**src/rtl/uart_buffered_pkg.sv**
```systemverilog
// uart_buffered_pkg
//   Shared definitions for the buffered UART: bus register addresses,
//   STATUS bit positions, RX/TX state encodings and the divisor clamp.
package uart_buffered_pkg;

   localparam logic [1:0] ADDR_STATUS  = 2'd0;
   localparam logic [1:0] ADDR_DATA    = 2'd1;
   localparam logic [1:0] ADDR_DIVISOR = 2'd2;
   localparam logic [1:0] ADDR_CTRL    = 2'd3;

   localparam int ST_TX_FULL   = 15;
   localparam int ST_RX_AVAIL  = 14;
   localparam int ST_TX_IDLE   = 13;
   localparam int ST_OVERRUN   = 12;
   localparam int ST_FRAME_ERR = 11;
   localparam int ST_PAR_ERR   = 10;

   typedef enum logic [2:0] {RX_IDLE, RX_START, RX_DATA, RX_PAR, RX_STOP} rx_state_t;
   typedef enum logic [2:0] {TX_IDLE, TX_START, TX_DATA, TX_PAR, TX_STOP} tx_state_t;

   // Divisors below 2 would make the half-bit wait zero; clamp to 2.
   function automatic logic [15:0] eff_div(input logic [15:0] d);
      return (d < 16'd2) ? 16'd2 : d;
   endfunction

endpackage

```
**src/rtl/uart_sync_fifo.sv**
```systemverilog
// uart_sync_fifo
//   Single-clock FIFO, W bits wide, 2**AW entries deep. rdata shows the
//   head entry combinationally (valid when !empty).
// Ports:
//   clk, reset_b     clock, async active-low reset
//   push, wdata      write request/data; ignored when full unless popping too
//   pop, rdata       read request (ignored when empty) / head data
//   full, empty      occupancy flags
//   count            entries held, 0..2**AW
module uart_sync_fifo #(
   parameter int W  = 8,
   parameter int AW = 4
) (
   input  logic          clk,
   input  logic          reset_b,
   input  logic          push,
   input  logic [W-1:0]  wdata,
   input  logic          pop,
   output logic [W-1:0]  rdata,
   output logic          full,
   output logic          empty,
   output logic [AW:0]   count
);
   localparam int DEPTH = 2**AW;
   localparam logic [AW:0] FULL_CNT = {1'b1, {AW{1'b0}}};

   logic [W-1:0]  mem_q [DEPTH];
   logic [AW-1:0] wr_q, rd_q;
   logic [AW:0]   cnt_q;
   logic          do_push, do_pop;

   assign empty   = (cnt_q == '0);
   assign full    = (cnt_q == FULL_CNT);
   assign count   = cnt_q;
   assign do_pop  = pop & ~empty;
   // A full FIFO still accepts a push when the head leaves the same cycle.
   assign do_push = push & (~full | do_pop);
   assign rdata   = mem_q[rd_q];

   always_ff @(posedge clk or negedge reset_b) begin
      if (!reset_b) begin
         wr_q  <= '0;
         rd_q  <= '0;
         cnt_q <= '0;
      end else begin
         if (do_push) wr_q <= wr_q + 1'b1;
         if (do_pop)  rd_q <= rd_q + 1'b1;
         cnt_q <= cnt_q + {{AW{1'b0}}, do_push} - {{AW{1'b0}}, do_pop};
      end
   end

   always_ff @(posedge clk) begin
      if (do_push) mem_q[wr_q] <= wdata;
   end

endmodule

```
**src/rtl/uart_buffered.sv**
```systemverilog
// uart_buffered
//   Buffered UART on the 16-bit system bus: TX/RX FIFOs, runtime divisor,
//   sticky overrun/framing/parity flags and a registered interrupt.
//   Optional feature macro: UART_BUFFERED_PARITY_EN (even parity bit on
//   TX, checked on RX; without it STATUS[10] is constant 0).
// Ports:
//   clk, reset_b        clock, async active-low reset
//   cs_b, rnw, a, din   bus access (one clk per access), 0=STATUS 1=DATA
//                       2=DIVISOR 3=CTRL
//   dout                read data, combinational from a and state
//   rxd / txd           serial in (asynchronous) / serial out (idle high)
//   irq                 (ie_rx & rx_avail) | (ie_tx & tx_idle), registered
module uart_buffered
   import uart_buffered_pkg::*;
#(
   parameter int CLKSPEED  = 32000000,
   parameter int BAUD      = 115200,
   parameter int DIVISOR   = CLKSPEED / BAUD,
   parameter int DATA_BITS = 8,
   parameter int FIFO_AW   = 4
) (
   input  logic        clk,
   input  logic        reset_b,
   input  logic        cs_b,
   input  logic        rnw,
   input  logic [1:0]  a,
   input  logic [15:0] din,
   output logic [15:0] dout,
   input  logic        rxd,
   output logic        txd,
   output logic        irq
);
`ifdef UART_BUFFERED_PARITY_EN
   localparam logic PAR_EN = 1'b1;
`else
   localparam logic PAR_EN = 1'b0;
`endif
   localparam logic [2:0] LAST_BIT = 3'(DATA_BITS - 1);

   // ---------------- bus decode and registers ----------------
   logic        wr_en, rd_en, tx_push, rx_pop, stat_rd;
   logic [15:0] div_q, div_m1, half_m1;
   logic [1:0]  ctrl_q;
   logic        overrun_q, frame_q, par_q, irq_q;

   assign wr_en   = ~cs_b & ~rnw;
   assign rd_en   = ~cs_b & rnw;
   assign tx_push = wr_en & (a == ADDR_DATA);
   assign rx_pop  = rd_en & (a == ADDR_DATA);
   assign stat_rd = rd_en & (a == ADDR_STATUS);

   // Counters reload from these only at bit boundaries, so a divisor
   // write never stretches or shortens the bit in progress.
   assign div_m1  = eff_div(div_q) - 16'd1;
   assign half_m1 = (eff_div(div_q) >> 1) - 16'd1;

   // ---------------- FIFOs ----------------
   logic [DATA_BITS-1:0] tx_rdata, rx_rdata;
   logic                 tx_full, tx_empty, rx_full, rx_empty, tx_pop, rx_push;
   logic [FIFO_AW:0]     tx_count, rx_count;
   logic [DATA_BITS-1:0] rx_sh_q, rx_sh_d;

   uart_sync_fifo #(.W(DATA_BITS), .AW(FIFO_AW)) u_tx_fifo (
      .clk(clk), .reset_b(reset_b),
      .push(tx_push), .wdata(din[DATA_BITS-1:0]),
      .pop(tx_pop), .rdata(tx_rdata),
      .full(tx_full), .empty(tx_empty), .count(tx_count)
   );

   uart_sync_fifo #(.W(DATA_BITS), .AW(FIFO_AW)) u_rx_fifo (
      .clk(clk), .reset_b(reset_b),
      .push(rx_push), .wdata(rx_sh_q),
      .pop(rx_pop), .rdata(rx_rdata),
      .full(rx_full), .empty(rx_empty), .count(rx_count)
   );

   // ---------------- TX FSM ----------------
   tx_state_t            tx_state_q, tx_state_d;
   logic [15:0]          tx_cnt_q, tx_cnt_d;
   logic [DATA_BITS-1:0] tx_sh_q, tx_sh_d;
   logic [2:0]           tx_bit_q, tx_bit_d;
   logic                 tx_par_q, tx_par_d, txd_q, txd_d, tx_last, tx_load, tx_idle;

   assign tx_last = (tx_cnt_q == '0);
   assign tx_idle = (tx_count == '0) & (tx_state_q == TX_IDLE);

   // txd is registered from the next state so the line changes exactly on
   // the bit boundary and never glitches.
   always_comb begin
      tx_state_d = tx_state_q;
      tx_cnt_d   = tx_cnt_q;
      tx_sh_d    = tx_sh_q;
      tx_bit_d   = tx_bit_q;
      tx_par_d   = tx_par_q;
      txd_d      = txd_q;
      tx_load    = 1'b0;
      if (tx_state_q != TX_IDLE) tx_cnt_d = tx_cnt_q - 16'd1;
      unique case (tx_state_q)
         TX_IDLE: begin
            txd_d = 1'b1;
            if (!tx_empty) tx_load = 1'b1;
         end
         TX_START: if (tx_last) begin
            tx_state_d = TX_DATA;
            tx_cnt_d   = div_m1;
            tx_bit_d   = '0;
            txd_d      = tx_sh_q[0];
            tx_sh_d    = tx_sh_q >> 1;
         end
         TX_DATA: if (tx_last) begin
            tx_cnt_d = div_m1;
            if (tx_bit_q == LAST_BIT) begin
               tx_state_d = PAR_EN ? TX_PAR : TX_STOP;
               txd_d      = PAR_EN ? tx_par_q : 1'b1;
            end else begin
               tx_bit_d = tx_bit_q + 3'd1;
               txd_d    = tx_sh_q[0];
               tx_sh_d  = tx_sh_q >> 1;
            end
         end
         TX_PAR: if (tx_last) begin
            tx_state_d = TX_STOP;
            tx_cnt_d   = div_m1;
            txd_d      = 1'b1;
         end
         TX_STOP: if (tx_last) begin
            // Chain straight into the next start bit: no idle gap.
            if (!tx_empty) tx_load = 1'b1;
            else begin
               tx_state_d = TX_IDLE;
               txd_d      = 1'b1;
            end
         end
         default: tx_state_d = TX_IDLE;
      endcase
      if (tx_load) begin
         tx_state_d = TX_START;
         tx_cnt_d   = div_m1;
         tx_sh_d    = tx_rdata;
         tx_par_d   = ^tx_rdata;
         txd_d      = 1'b0;
      end
   end

   assign tx_pop = tx_load;

   always_ff @(posedge clk or negedge reset_b) begin
      if (!reset_b) begin
         tx_state_q <= TX_IDLE;
         tx_cnt_q   <= '0;
         tx_sh_q    <= '0;
         tx_bit_q   <= '0;
         tx_par_q   <= 1'b0;
         txd_q      <= 1'b1;
      end else begin
         tx_state_q <= tx_state_d;
         tx_cnt_q   <= tx_cnt_d;
         tx_sh_q    <= tx_sh_d;
         tx_bit_q   <= tx_bit_d;
         tx_par_q   <= tx_par_d;
         txd_q      <= txd_d;
      end
   end

   assign txd = txd_q;

   // ---------------- RX path ----------------
   rx_state_t   rx_state_q, rx_state_d;
   logic [15:0] rx_cnt_q, rx_cnt_d;
   logic [2:0]  rx_bit_q, rx_bit_d;
   logic        s1_q, s2_q, prev_q, rx_last, frame_set, par_set, ovr_set;

   assign rx_last = (rx_cnt_q == '0);

   always_comb begin
      rx_state_d = rx_state_q;
      rx_cnt_d   = rx_cnt_q;
      rx_sh_d    = rx_sh_q;
      rx_bit_d   = rx_bit_q;
      rx_push    = 1'b0;
      frame_set  = 1'b0;
      par_set    = 1'b0;
      if (rx_state_q != RX_IDLE) rx_cnt_d = rx_cnt_q - 16'd1;
      unique case (rx_state_q)
         RX_IDLE: if (prev_q & ~s2_q) begin
            rx_state_d = RX_START;
            rx_cnt_d   = half_m1;
         end
         RX_START: if (rx_last) begin
            // Line back high at mid start bit: treat as a glitch.
            if (s2_q) rx_state_d = RX_IDLE;
            else begin
               rx_state_d = RX_DATA;
               rx_cnt_d   = div_m1;
               rx_bit_d   = '0;
            end
         end
         RX_DATA: if (rx_last) begin
            rx_cnt_d = div_m1;
            rx_sh_d  = {s2_q, rx_sh_q[DATA_BITS-1:1]};
            if (rx_bit_q == LAST_BIT) rx_state_d = PAR_EN ? RX_PAR : RX_STOP;
            else                      rx_bit_d   = rx_bit_q + 3'd1;
         end
         RX_PAR: if (rx_last) begin
            par_set    = s2_q ^ (^rx_sh_q);
            rx_state_d = RX_STOP;
            rx_cnt_d   = div_m1;
         end
         RX_STOP: if (rx_last) begin
            rx_push    = 1'b1;
            frame_set  = ~s2_q;
            rx_state_d = RX_IDLE;
         end
         default: rx_state_d = RX_IDLE;
      endcase
   end

   // The FIFO drops the push itself; here we only flag that it happened.
   assign ovr_set = rx_push & rx_full & ~rx_pop;

   always_ff @(posedge clk or negedge reset_b) begin
      if (!reset_b) begin
         s1_q       <= 1'b1;
         s2_q       <= 1'b1;
         prev_q     <= 1'b1;
         rx_state_q <= RX_IDLE;
         rx_cnt_q   <= '0;
         rx_sh_q    <= '0;
         rx_bit_q   <= '0;
      end else begin
         s1_q       <= rxd;
         s2_q       <= s1_q;
         prev_q     <= s2_q;
         rx_state_q <= rx_state_d;
         rx_cnt_q   <= rx_cnt_d;
         rx_sh_q    <= rx_sh_d;
         rx_bit_q   <= rx_bit_d;
      end
   end

   // ---------------- registers, sticky flags, irq ----------------
   always_ff @(posedge clk or negedge reset_b) begin
      if (!reset_b) begin
         div_q     <= 16'(DIVISOR);
         ctrl_q    <= '0;
         overrun_q <= 1'b0;
         frame_q   <= 1'b0;
         par_q     <= 1'b0;
         irq_q     <= 1'b0;
      end else begin
         if (wr_en && a == ADDR_DIVISOR) div_q  <= din;
         if (wr_en && a == ADDR_CTRL)    ctrl_q <= din[1:0];
         // Set has priority over the STATUS-read clear.
         overrun_q <= ovr_set   | (overrun_q & ~stat_rd);
         frame_q   <= frame_set | (frame_q   & ~stat_rd);
         par_q     <= par_set   | (par_q     & ~stat_rd);
         irq_q     <= (ctrl_q[0] & (rx_count != '0)) | (ctrl_q[1] & tx_idle);
      end
   end

   assign irq = irq_q;

   always_comb begin
      dout = '0;
      unique case (a)
         ADDR_STATUS: begin
            dout[ST_TX_FULL]   = tx_full;
            dout[ST_RX_AVAIL]  = (rx_count != '0);
            dout[ST_TX_IDLE]   = tx_idle;
            dout[ST_OVERRUN]   = overrun_q;
            dout[ST_FRAME_ERR] = frame_q;
            dout[ST_PAR_ERR]   = par_q & PAR_EN;
         end
         ADDR_DATA:    if (!rx_empty) dout[DATA_BITS-1:0] = rx_rdata;
         ADDR_DIVISOR: dout = div_q;
         default:      dout[1:0] = ctrl_q;
      endcase
   end

endmodule
```
**config.mk**
```make
export PLATFORM = sky130hd
export DESIGN_NAME = uart_buffered
export DESIGN_NICKNAME = d
export VERILOG_FILES = /design/src/rtl/uart_buffered_pkg.sv /design/src/rtl/uart_sync_fifo.sv /design/src/rtl/uart_buffered.sv
export SDC_FILE = /design/constraint.sdc
export NUM_CORES = 1
export LEC_CHECK = 0
export CORE_MARGIN = 1.5
export CORE_UTILIZATION = 58
export CTS_BUF_LIST = sky130_fd_sc_hd__clkbuf_4
export DETAILED_ROUTE_END_ITERATION = 10
export HOLD_SLACK_MARGIN = 0.15
export PLACE_DENSITY = 0.78
export SYNTH_ARGS = -nofsm -noshare
export SYNTH_HDL_FRONTEND = slang
export SYNTH_SLANG_ARGS = --single-unit
```
**constraint.sdc**
```tcl
create_clock -name clk -period 3.1 [get_ports clk]
set_clock_uncertainty 0.2 [all_clocks]
set_input_delay 0.31 -clock clk [delete_from_list [all_inputs] [get_ports clk]]
set_output_delay 0.31 -clock clk [all_outputs]
set_load 0.02 [all_outputs]
```
-- After elaboration in Yosys (flattened, before gate mapping)
Memory sizes are Yosys's and may differ from the RTL's.
Cells that the tools add are included.
- $add $sub $neg: 14
- order comparisons: 1
- equality and inequality tests: 34
- mux-type cells: 65
- bitwise operators: 31
- reductions and logical operators: 25
- operators by type and width (cell ; count):
    2-to-1 mux 16 bit ; 10
    2-to-1 mux 3 bit ; 20
    one-hot mux 16 bit (3 select lines) ; 1
    subtractor 16 x 1 -> 16 bit, second input constant ; 3
    2-to-1 mux 8 bit ; 5
    logical NOT 16 bit ; 2
    one-hot mux 3 bit (5 select lines) ; 2
    one-hot mux 6 bit (2 select lines) ; 2
    != test 2 bit, second input constant ; 11
    != test 3 x 2 -> 1 bit, second input constant ; 7
    bitwise AND 1 bit ; 17
    2-to-1 mux 1 bit ; 17
    adder 4 x 1 -> 4 bit, second input constant ; 4
    < comparator 16 x 2 -> 1 bit, second input constant ; 1
    one-hot mux 8 bit (2 select lines) ; 1
    subtractor 15 x 1 -> 16 bit, second input constant ; 1
    == test 3 x 2 -> 1 bit, second input constant ; 4
    == test 3 bit, second input constant ; 4
    one-hot mux 3 bit (2 select lines) ; 2
    AND reduction 6 bit ; 2
    adder 5 x 1 -> 5 bit ; 2
    == test 5 bit, second input constant ; 2
    logical NOT 5 bit ; 2
    subtractor 5 x 1 -> 5 bit ; 2
    other kinds (24) ; 46
- register bits: 111
- memory bits (writable): 256
- bits of input ports: 23
- output and inout port bits: 18
- memories: 2
- memory list (name ; words ; width ; rd ports ; clocked after Yosys merged registers in ; wr ports ; RTL line ; source):
    u_rx_fifo.mem_q ; 16 ; 8 ; 1 ; 0 ; 1 ; uart_sync_fifo.sv:27 ; logic [W-1:0] mem_q [DEPTH];
    u_tx_fifo.mem_q ; 16 ; 8 ; 1 ; 0 ; 1 ; uart_sync_fifo.sv:27 ;

-- Logic depth before layout (Yosys ltp)
Gate-level depths: netlist (run 1).
- word-level depth: 9
- mapped depth: 16
- gate-level depth less buffers: 16

-- Hierarchy
Synthesis (run 1) repeated with hierarchy kept, for this count alone.
- cells, all modules: 1176
- area total of the unflattened synthesis: 16937.5 um^2
- modules (own cells, without submodules) (module ; times used ; cells an instance ; area an instance (um^2)):
    uart_sync_fifo ; 2 ; 319 ; 5821.8
    uart_buffered ; 1 ; 538 ; 5293.8

-- Worst setup path after synthesis (run 1)
No wires, ideal clock.
- path kind: reg2reg
- start point: reg u_rx_fifo.cnt_q[3] (netlist: u_rx_fifo.count[3])
- end point: reg u_rx_fifo.cnt_q[4] (netlist: u_rx_fifo.count[4])
- library setup time: 0.125 ns
- arrival: 2.924 ns
- data required time: 2.775 ns
- setup slack: -0.149 ns
- stages on the path, launching flop included: 17
- clock period less this slack: 3.249 ns
- path through: dfrtp_1 -> inv_1 -> ha_1 -> or4b_2 -> and2_1 -> and3b_1 -> clkbuf_1 -> ha_1 -> inv_1 -> ha_1 -> inv_1 -> fa_1 -> inv_1 -> a21oi_1 -> nor2_1 -> nor2_1 -> xnor2_1
- word-level cells in the longest chain between the ends: 7
- RTL lines (what ; RTL line ; source):
    start: declaration ; uart_sync_fifo.sv:29 ; logic [AW:0] cnt_q;
    start signal: assignment ; uart_sync_fifo.sv:48 ; cnt_q <= cnt_q + {{AW{1'b0}}, do_push} - {{AW{1'b0}}, do_pop};
    logical NOT 5 bit (*) ; uart_sync_fifo.sv:32 ; assign empty = (cnt_q == '0);
    NOT 1 bit (*) ; uart_sync_fifo.sv:35 ; assign do_pop = pop & ~empty;
    bitwise AND 1 bit (*) ; uart_sync_fifo.sv:35 ;
    named net u_rx_fifo.do_pop ; uart_sync_fifo.sv:30 ; logic do_push, do_pop;
    OR 1 bit ; uart_sync_fifo.sv:37 ; assign do_push = push & (~full | do_pop);
    bitwise AND 1 bit ; uart_sync_fifo.sv:37 ;
    adder 5 x 1 -> 5 bit ; uart_sync_fifo.sv:48 ;
    subtractor 5 x 1 -> 5 bit (*) ; uart_sync_fifo.sv:48 ;
Mark *: on every way through the listed nets, which the timed path passes. The rest lies on a longest branch.
A chain may end at the register's enable or synchronous reset.

-- Final worst setup path (run 1)
- start point: reg u_rx_fifo.rd_q[0]
- end point: out dout[3]
- word-level cells in the longest chain between the ends: 3
- RTL lines (what ; RTL line ; source):
    start: declaration ; uart_sync_fifo.sv:28 ; logic [AW-1:0] wr_q, rd_q;
    start signal: assignment ; uart_sync_fifo.sv:47 ; if (do_pop) rd_q <= rd_q + 1'b1;
    memory read (16 x 8 bit) ; -- ;
    2-to-1 mux 8 bit ; uart_buffered.sv:274 ; ADDR_DATA: if (!rx_empty) dout[DATA_BITS-1:0] = rx_rdata;
    one-hot mux 6 bit (2 select lines) ; uart_buffered.sv:265 ; unique case (a)
    end: declaration ; uart_buffered.sv:28 ; output logic [15:0] dout,
Every way passes these cells.

==> results.md, run 1 <==
- Status: finished, violations left
- Failing checks: setup timing
- Syn avg cell area: roughly 15 um2
- Total congestion overflow: 0
- Crit path kind: reg -> out
- Pre-Repair DR Iteration Count: 5
- Mapped Area: approximately 17000 um2
- Final period util: 103.0%
- Vias: just over 10k
- Synth area leaders: edfxtp_1 (47%), dfrtp_1 (16%), mux4_2 (8.9%)
- Gpl congestion: 0.9309
- R2r setup slk: approximately 40 ps
- CTS tree: built
- Syn Nets: 1161
- Setup TNS: -288.0 ps
- Compound-gate portion of the synthesized area: about 6.4%
- Worst reg2reg path startpoint: tx_cnt_q[9]
- Syn Inst Count: ~1.1k
- Worst setup SP type: flop
- Final instance area: around 20000 um2
- Most common cell after layout, fill and taps aside: edfxtp_1
- Post-synthesis sequential area ratio: 63.42%
- Maxcap violations: 0
- Most frequent cells in the layout: edfxtp_1 (256), clkbuf_4 (144), dfrtp_1 (101), buf_4 (86), mux4_2 (65)
- DRT iter0 DRCs: 821
- Endpoint class of the critical path: output pin
- Fill cells: roughly 1.8k
- Worst skew pair latency: 730 ps
- DRT Wirelength: between 30000 and 40000 um
- Crit path DAT: 2680 ps
- Synth area leader: edfxtp_1
- PD cells: about 760 nW/um2
- DP Area: roughly 18000 um2
- Max Slew Vio Count: 0
- Final min period: 3192 ps
- Unrepaired setup endpoints after global routing: yes
- Antenna viol nets, final: 0
- Max clock buf depth: 3
- Worst Hold Launch: s1_q
- Vias in the first global route: roughly 11k
- Clock sinks: approximately 370
- Post-synth top flop: edfxtp_1
- Async S/R FF share, synth: just over 30%
- FF-to-FF End: u_tx_fifo.count[4]
- Synth unique cells: 76
- Hold path endpoint: s2_q
- All-Layer GR Usage: 25.64%
- Fmax: around 310 MHz
- VDD IR-drop max: 453.0 uV
- Core Box Area: about 28000 um2
- Die Span Y: ~170 um
- Hold_ws: ~200 ps
- Synth warnings: 0
- Synth Area in Adders: roughly 3.0%
- Maximum number of pins on one net before global-route repair: 45
- PortBufs: 40
- Worst Hold Class: reg -> reg
- CTS Buf Count: 90
- # DRC: 0
- Final-report hold violation count: 0
- H-tree Lvls: 3
- Reg2reg path depth: 12
- Leakage: 7.468 nW
- Total power: around 15 mW
- Area grow syn2layout: 20.35%
- Post-Synth XOR/XNOR Area: 3.022%
- Nets: ~1.4k
- Vias/cell: roughly 5.9
- Final worst slack: -92.12 ps
- Layout cells sized above 1: approximately 32%
- Mux contribution to synthesized area: 12.15%
- WL/cell: ~21 um
- Main combinational cell family by area after synthesis: multiplexers
- HPWL after DPL: about 24000 um
- Max_slew headroom: between 30% and 40%
- CTS clock-pin slew for the worst setup and hold paths: around 70 ps
- Initial core utilization: about three fifths
- Post-Synth Simple-Gate Area: about a tenth
- CTS root buf: clkbuf_4
- Die width: between 150 and 200 um
- Share of the synthesized area in the top cell type: a little under half
- Hold Path Cell Cnt: 0
- Antenna violations before repair: 1
- Site row count: 61
- I/O pin count: between 40 and 50
- Final Core Density: a little under three quarters
- First-pass GRT wire length: about 57000 um
- Die ar.: 29500 um2
- Yosys reg bits: 367
- Final setup viols: 6
- Number of synthesized flops with an enable pin: 256
- WP data required: 2590 ps
- Critical path peak fanout: 5
- Slew @ Worst Pin: 901.6 ps
==> worst max-delay path by stage <==
stage                       start                  to  slack, ps  depth (start not counted)
6_report        u_rx_fifo.rd_q[0]             dout[3]        -90                          7
5_1_grt         u_rx_fifo.rd_q[0]             dout[1]       -150                          8
4_1_cts         u_rx_fifo.rd_q[0]             dout[1]       -170                          8
3_5_place_dp   u_tx_fifo.count[2]  u_tx_fifo.count[4]        -60                         16
3_3_place_gp         tx_cnt_q[12]  u_tx_fifo.count[4]         60                         14
2_1_floorplan         rx_cnt_q[0]  u_rx_fifo.count[4]         10                         15
==> cell families (layout without fill, tap and decap cells) <==
| group | Yosys count | after routing |
|---|---|---|
| compound gates | 145 | 145 |
| buf+inv | 102 | 371 |
| mux | 116 | 116 |
| xor+xnor | 57 | 57 |
| flops | 367 | 367 |
| simple gates | 275 | 275 |
| other cells | 0 | 1 |
| fa+ha+maj | 38 | 38 |
==> registers in the layout, summed over array words and instances (netlist names), 4 cells and up <==
register / flops
u_tx_fifo.rd_q: 4
u_rx_fifo.mem_q: 128
rx_cnt_q: 16
div_q: 16
tx_sh_q: 8
u_tx_fifo.count: 5
rx_sh_q: 8
u_tx_fifo.mem_q: 128
u_tx_fifo.wr_q: 4
u_rx_fifo.count: 5
u_rx_fifo.wr_q: 4
tx_cnt_q: 16
u_rx_fifo.rd_q: 4
==> critical path: stages, from the launching register on <==
cell      delay, ps
dfrtp_2         420
buf_4           160
buf_16          130
mux4_2          540
a22o_4          260
a221oi_2        210
o21ai_1         120
buf_2           170
==> final cells by class <==
class / instances / area [um2] / share of cell area, %
antenna: 1 / 2.502 / 0.01259
clock buffer: 144 / 1081 / 5.438
clock inverter: 21 / 132.6 / 0.6672
inverter: 43 / 166.4 / 0.8372
multi-input combinational: 631 / 5902 / 29.69
sequential: 367 / 10480 / 52.71
tap: 378 / 473.0 / 2.379
timing repair buffer: 163 / 1643 / 8.265
==> layer usage <==
layer	up-vias	GRT usage (%)	share of wire, %
met1	5215	34.37	41
met5	-	0	0
met3	88	5.108	5.7
met4	0	10.47	3.0
li1	4707	-	-
met2	377	41.47	50
==> through the flow <==
| step | setup slack, ps | instances |
|---|---|---|
| 2_1_floorplan | 10.83 | 1100 |
| 3_3_place_gp | 60.29 | 1558 |
| 3_5_place_dp | -55.07 | 1558 |
| 4_1_cts | -169.0 | 1740 |
| 5_1_grt | -151.9 | 1748 |
| 6_report | -92.12 | 1748 |
==> what timing repair did <==
| action | in CTS | in global routing |
|---|---|---|
| endpoints found under the setup margin | 20 | 120 |
| endpoints found under the hold margin | 120 | 0 |
| setup buffers | 4 | 6 |
| hold buffers | 12 | 0 |
| cloned | 1 | 1 |
| pin swaps | 3 | 20 |
| gates resized for setup | 64 | 57 |
==> where the power goes <==
| group | internal, mW | switching, mW | leakage (nW) |
|---|---|---|---|
| Clock | 2.20 | 1.91 | 0.725 |
| Sequential | 5.73 | 0.545 | 3.61 |
| Combinational | 2.42 | 2.30 | 3.14 |
| Total | 10.4 | 4.76 | 7.47 |
==> cell usage after synthesis (5+ instances only) <==
| cell type | n |
|---|---|
| o221ai_1 | 12 |
| and3_1 | 9 |
| a221oi_1 | 11 |
| mux2_2 | 22 |
| a21oi_1 | 17 |
| xor2_1 | 15 |
| dfstp_2 | 8 |
| o31a_1 | 7 |
| dfrtp_1 | 103 |
| buf_2 | 11 |
| nand2_1 | 63 |
| nor3_1 | 16 |
| ha_1 | 36 |
| o21ai_0 | 31 |
| mux2i_1 | 28 |
| or4_1 | 5 |
| and2_1 | 28 |
| nor2_1 | 48 |
| nor4_1 | 13 |
| nand2b_1 | 5 |
| mux4_2 | 65 |
| clkbuf_1 | 41 |
| o22ai_1 | 5 |
| inv_1 | 42 |
| nand3_1 | 22 |
| xnor2_1 | 42 |
| nor2b_1 | 12 |
| o211ai_1 | 6 |
| a22oi_1 | 6 |
| a211oi_1 | 11 |
| a22o_1 | 12 |
| or3_1 | 9 |
| edfxtp_1 | 256 |
(Power assumes the default switching activity.)
==> inputs of run 2 (changes only) <==
Settings changed: SKIP_CTS_REPAIR_TIMING set to 1, SLEW_MARGIN set to 20.
==> run 2 against run 1 <==
Effect of this change:
- the flow still finishes with violations (setup timing)
- non-clock buffer count fell by 4
- clock-buffer cell count unchanged
- routed wire length is 1.7% lower
- worst setup slack worse by 25 ps
- die area did not move
- final cell count is 0.23% lower
- critical endpoint is now dout[1]
- fmax decreased by 0.77%
- sequential share of layout area grew 0.37 points
- via count shrank 0.57%
- combinational power shrank 4.7%
==> results.md, run 2 (synthesis results as in run 1) <==
- Status: finished, violations left
- Failing checks: setup timing
- Worst skew pair latency: between 700 and 800 ps
- WP data required: between 2000 and 3000 ps
- Maximum number of pins on one net before global-route repair: 45
- Worst setup SP type: flop
- Max_slew headroom: about 36%
- Worst Hold Launch: s1_q
- # DRC: 0
- Hold path endpoint: s2_q
- Hold Path Cell Cnt: 0
- PD cells: 754.5 nW/um2
- HPWL after DPL: around 24000 um
- Cell chain of the critical path: buf_4 > mux4_2 > a22oi_2 > nand2_1 > a221oi_1 > a21oi_1 > buf_2
- Unrepaired setup endpoints after global routing: yes
- WL/cell: 20.66 um
- Vias in the first global route: 10.60k
- DP Area: around 18000 um2
- Layout cells sized above 1: 31.72%
- Initial core utilization: between 50% and 60%
- Die ar.: between 20000 and 30000 um2
- Maxcap violations: 0
- Fmax: just over 300 MHz
- Max Slew Vio Count: 0
- All-Layer GR Usage: between 20% and 30%
- Die Span Y: approximately 170 um
- CTS root buf: clkbuf_4
- Slew @ Worst Pin: just under 1000 ps
- GR met3 Demand/Resource: around 5.3%
- Final-report hold violation count: 0
- Setup TNS: -291.6 ps
- Antenna viol nets, final: 0
- Antenna violations before repair: 1
- DRT Wirelength: between 30000 and 40000 um
- I/O pin count: 41
- Fill cells: about 1.8k
- Die width: 171.8 um
- Global Route met1 Usage: 33.60%
- DRT iter0 DRCs: a little under 800
- H-tree Lvls: 3
- Most frequent cells in the layout: edfxtp_1 (256), clkbuf_4 (144), dfrtp_1 (101), buf_4 (87), mux4_2 (65)
- VDD IR-drop max: around 450 uV
- R2r setup slk: 20 ps
- Pre-Repair DR Iteration Count: 5
- Met2 GRT Util: between 40% and 50%
- Critical path peak fanout: 4
- Final Core Density: 70.66%
- First-pass GRT wire length: approximately 57000 um
- PortBufs: 40
- Slowest cell on the critical path: mux4_2
- Leakage: ~7.4 nW
- Total congestion overflow: 0
- Final instance area: approximately 20000 um2
- Clock sinks: 367
- Worst reg2reg path startpoint: tx_cnt_q[9]
- CTS Buf Count: 90
- Site row count: 61
- CTS tree: built
- Crit path kind: reg -> out
- Crit path DAT: around 2700 ps
- Nets: 1353
- Final worst slack: -117.0 ps
- Endpoint class of the critical path: output pin
- Area grow syn2layout: 19.51%
- Vias: 10.33k
- Worst stage delay on the critical path: 510 ps
- Core Box Area: 27930 um2
- Biggest regs: u_rx_fifo.mem_q (128), u_tx_fifo.mem_q (128)
- Vias/cell: between 5 and 6
- Reg2reg path depth: 12
- Worst slack, placed: -55.07 ps
- Most common cell after layout, fill and taps aside: edfxtp_1
- Max clock buf depth: 3
- Critical path startpoint: u_rx_fifo.rd_q[0]
- Gpl congestion: a little over 0.9
- CTS clock-pin slew for the worst setup and hold paths: 70 ps
- Final period util: 103.8%
- Final setup viols: 5
- Worst Hold Class: reg -> reg
- Grt peak-use layer: met2
- Final min period: around 3200 ps
- FF-to-FF End: u_tx_fifo.count[4]
-- run 2: changes by cell type in the layout (fill, tap and decap cells not counted), moves of 2 or more --
| cell | before | now |
|---|---|---|
| a22o_1 | 9 | 11 |
| o21ai_1 | 6 | 4 |
| a22o_4 | 3 | 1 |
| buf_6 | 6 | 3 |
| o21ai_0 | 25 | 27 |
-- run 2: layer usage --
| metal | share of wire, % | wire length (um) |
|---|---|---|
| met5 | 0 | 0 |
| met4 | 2.9 | 1045 |
| met3 | 6.2 | 2232 |
| met2 | 50 | 18000 |
| met1 | 41 | 14770 |
-- run 2: layout make-up --
type	count	area (um2)	area share, %
Timing Repair Buffer	159	1553	7.866
Antenna cell	1	2.502	0.01268
Inverter	43	166.4	0.8431
Clock inverter	21	132.6	0.6719
Multi-Input combinational cell	631	5853	29.65
Clock buffer	144	1081	5.477
Tap cell	378	473.0	2.396
Sequential cell	367	10480	53.08
-- run 2: report_power, final --
group          internal [mW]  switching, mW  total (mW)
registers               5.73          0.551        6.28
logic                   2.27           2.23        4.50
clock network           2.20           1.91        4.11
-- run 2: worst max path at each step --
| stage | end | slack (ps) | depth (start not counted) |
|---|---|---|---|
| 3_3_place_gp | u_tx_fifo.count[4] | 60 | 14 |
| 4_1_cts | dout[3] | -610 | 6 |
| 5_1_grt | dout[1] | -240 | 7 |
| 2_1_floorplan | u_rx_fifo.count[4] | 10 | 15 |
| 6_report | dout[1] | -120 | 7 |
| 3_5_place_dp | u_tx_fifo.count[4] | -60 | 16 |
-- run 2: worst max-delay path: cells and delay by family, from the launching register on --
kind / cells / cell delay [ps]
AO/OA/AOI/OAI: 3 / 610
multiplexers: 1 / 510
flip-flops: 1 / 450
buffers and inverters: 2 / 360
AND/OR/NAND/NOR: 1 / 90
-- run 2: metrics by stage --
step                      hold WS [ps]  instances  power, mW
final                            196.2       1744      14.89
after global routing             200.8       1744      15.66
after CTS                       -688.9       1723      14.64
after detailed placement         98.69       1558      10.53
after global placement           82.86       1558      10.40
after floorplan                 -185.6       1100      9.130
